--- src/rtl/mem_arb_pkg.sv ---
// mem_arb_pkg: shared types and widths for the IFU/LSU memory arbiter
package mem_arb_pkg;
    localparam int ADDR_W          = 32;
    localparam int DATA_W          = 32;
    localparam int MASK_W          = DATA_W / 8;
    localparam int TIMEOUT_DEFAULT = 255;
    localparam int TO_CNT_W        = $clog2(TIMEOUT_DEFAULT + 1);

    typedef enum logic [1:0] {IDLE, WAIT_IFU, WAIT_LSU} arb_state_e;
    typedef enum logic {REQ_IFU, REQ_LSU} req_id_e;

    typedef struct packed {
        logic              we;
        logic [ADDR_W-1:0] addr;
        logic [DATA_W-1:0] wdata;
        logic [MASK_W-1:0] wmask;
    } mem_req_t;
endpackage

--- src/rtl/mem_arb_slot.sv ---
// mem_arb_slot: one-entry pending request buffer with pass-through view and overflow-ignore
module mem_arb_slot
    import mem_arb_pkg::*;
(
    input  logic     clk,
    input  logic     rst,
    input  logic     req,
    input  mem_req_t req_data,
    input  logic     busy,
    input  logic     grant,
    output logic     eff_valid,
    output mem_req_t eff_data
);
    logic     valid_q, valid_d, load;
    mem_req_t data_q, data_d;

    assign load      = req && !valid_q && !busy;
    assign eff_valid = valid_q || load;
    assign eff_data  = valid_q ? data_q : req_data;

    // a request loads only an empty slot; a grant empties it, even when passed straight through
    always_comb begin
        valid_d = (valid_q || load) && !grant;
        data_d  = load ? req_data : data_q;
    end

    // slot registers
    always_ff @(posedge clk) begin
        if (!rst) begin
            valid_q <= 1'b0;
            data_q  <= '0;
        end else begin
            valid_q <= valid_d;
            data_q  <= data_d;
        end
    end
endmodule

--- config.mk ---
export PLATFORM = sky130hd
export DESIGN_NAME = mem_arb_slot
export DESIGN_NICKNAME = d
export VERILOG_FILES = /design/src/rtl/mem_arb_pkg.sv /design/src/rtl/mem_arb_slot.sv
export SDC_FILE = /design/constraint.sdc
export NUM_CORES = 1
export LEC_CHECK = 0
export BUFFER_PORTS_ARGS = -buffer_cell sky130_fd_sc_hd__buf_2
export CORE_ASPECT_RATIO = 1.2
export CORE_MARGIN = 3
export CORE_UTILIZATION = 52
export DETAILED_ROUTE_END_ITERATION = 8
export MAX_ROUTING_LAYER = met4
export PLACE_DENSITY = 0.88
export SLEW_MARGIN = 10
export SYNTH_ARGS = -nofsm -noshare
export SYNTH_HDL_FRONTEND = slang
export SYNTH_SLANG_ARGS = --single-unit
--- constraint.sdc ---
create_clock -name clk -period 3 [get_ports clk]
set_input_delay 0.15 -clock clk [delete_from_list [all_inputs] [get_ports clk]]
set_output_delay 0.15 -clock clk [all_outputs]
set_load 0.005 [all_outputs]
==> results.md <==
* Run status: complete, no violations
* Share of cells above drive strength 1 at 45.2%
* Final critical-path share of the clock period at 75.9%
* Post-Place Cells at 584
* Final antenna-violating net count at 0
* R2r endpoint: data_q[17]
* Worst path cell trace: buf_4 > mux2_2 > buf_2
* Routed vias at 3045
* Worst path slowest cell: dfxtp_2
* Cell Area, Synth at 3590 µm²
* TritonCTS clock tree: done
* Synthesized area per cell at 9.39 µm²
* ANT cells at 0
* Max cap viols at 0
* Root buf cell: clkbuf_8
* Rows at 32
* Mapped Nets at 457
* First-pass GRT wire length at 12.5 mm
* Hold path endpoint: valid_q
* All-Layer GR Usage at 20.3%
* H-tree depth at 3
* Post-synthesis sequential area ratio at 39.0%
* Clk_skew at 0.00894 ns
* Final setup viols at 0
* GP Congestion at 0.740
* Worst VDD drop at 0.377 mV
* Fin util at 68.9%
* Yosys warning count at 0
* Crit path capture type: primary output
* Mapped Cells at 383
* Reg-to-reg slack, setup at 1.02 ns
* CP Launch Type: flop
* Clock Path Buffers at 2
* Worst endpoint required time at 2.85 ns
* Worst R2R Start: valid_q
* CP max stage delay at 0.87 ns
* Layout Cells excl Fill at 600
* Top Ports at 144
* Clk Latency, worst-skew pair at 0.34 ns
* Maximum clock rate at 439 MHz
* Vias in the first global route at 2971
* Hold path startpoint: grant
* Via/cell ratio at 5.08
* Slew @ Worst Pin at 0.834 ns
* Worst hold path depth at 3
* Critical Path AT at 2.13 ns
* PwrDens at 480 nW/µm²
* Distinct cells, synth at 14
* Detailed Route Iter0 Violations at 76
* Pre-antenna DRT Iters at 4
* Largest net degree at the start of global routing at 140
* Most frequent cells in the layout: buf_2 (142), nand2_1 (139), mux2_2 (69), mux2i_1 (69), dfxtp_1 (69)
* Initial Util at 54.7%
* RSZ-0062 raised after global routing: no
* Drt wl/cell at 13.2 µm
* Die height at 97.1 µm
* DIE AREA at 7950 µm²
* Max-slew violations at 0
* DRC Markers at 0
* Post-cts resize count at 0
* CTS Hold Bufs at 0
* Setup TNS Final at 0 ns
* Worst setup path category: flop to primary output
* Worst min path class: input pin to flop
* Total grt overflow at 0
* Max FO, Critical Path at 36
* Detailed Route WL at 7.93 mm
* Clk sinks at 70
* Number of post-CTS setup repair buffers at 0
* Area grow syn2layout at 25.9%
* Post-route minimum period at 2.28 ns
* Die X at 81.9 µm
* Core ar. at 6570 µm²
* Clock transition at path regs at 0.07 ns
* Initial antenna violation count at 0
* Port Buffers at 143
* Worst slew margin at 44.4%
* Total CTS buffers at 9
* Synthesis-stage register bit count at 70
* Path depth of the worst reg2reg path at 4
* Pleak at 2.02 nW
* Fin. Hold Viols at 0
* Fin nets at 584
* Commonest non-fill, non-tap cell in the layout: buf_2
* Post-DP HPWL at 5.62 mm
state kept, by name, summed over array words and instances (netlist names):
name and cells:
data_q 69, valid_q 1
area by class of cell:
cell class	instances	area, µm²
fillers	524	2040
well taps	85	106
inverters	1	3.75
clock inverters	6	86.3
flip-flops and latches	70	1400
multi-input cells	281	2030
clock buffers	10	128
repair buffers	147	773
kinds of logic (layout without fill, tap and decap cells):
logic type / count (synthesis) / count (layout) / share of synthesized area, %
buffers and inverters: 32 / 164 / 4.84
and+or+nand+nor: 142 / 142 / 15.2
DFF: 70 / 70 / 39.0
muxes: 138 / 138 / 40.8
AOI/OAI and AO/OA: 1 / 1 / 0.139
power breakdown:
group	switching [mW]	internal [mW]
registers	0.0294	0.978
logic	0.160	0.190
clock network	0.350	0.467
total	0.539	1.63
synth_stat cells:
master	count	area share (%)
a21oi_1	1	0.14
buf_1	2	0.21
buf_2	10	1.4
buf_4	6	1.3
buf_6	1	0.31
buf_8	1	0.42
clkbuf_1	11	1.1
dfxtp_1	70	39
inv_1	1	0.10
mux2_2	69	22
mux2i_1	69	19
nand2_1	139	15
nand2b_1	2	0.35
nor3b_2	1	0.35
metal layers:
metal	wire, µm	vias to the layer above	track usage [%]
met5	0	-	-
met2	3960	99	34.8
met4	199	0	10.6
met1	3250	1393	21.4
met3	517	18	4.08
li1	-	1535	-
stage by stage:
stage | total power [mW] | hold WS (ns) | worst slack (ns) | instance area (µm²)
2_1_floorplan | 1.23 | 0.292 | 1.75 | 3590
3_3_place_gp | 1.37 | 0.397 | 1.08 | 4310
3_5_place_dp | 1.38 | 0.391 | 1.02 | 4310
4_1_cts | 2.20 | 0.0241 | 0.683 | 4530
5_1_grt | 2.28 | 0.0326 | 0.590 | 4530
6_report | 2.17 | 0.0415 | 0.723 | 4530
worst max-delay path: cells and delay by family (launching register included):
family | cells | cell delay [ns]
flops | 1 | 0.87
mux | 1 | 0.38
buf+inv | 2 | 0.53
worst max-delay path by stage:
stage / cells after the start / startpoint / end / slack, ns
global placement: 4 / valid_q / data_q[54] / 1.08
finish: 3 / valid_q / eff_data[28] / 0.72
CTS: 3 / valid_q / eff_data[28] / 0.68
detailed placement: 4 / valid_q / data_q[1] / 1.02
floorplan: 6 / valid_q / data_q[49] / 1.75
global route: 3 / valid_q / eff_data[28] / 0.59
Note: power is estimated with default switching activity, not from simulation.
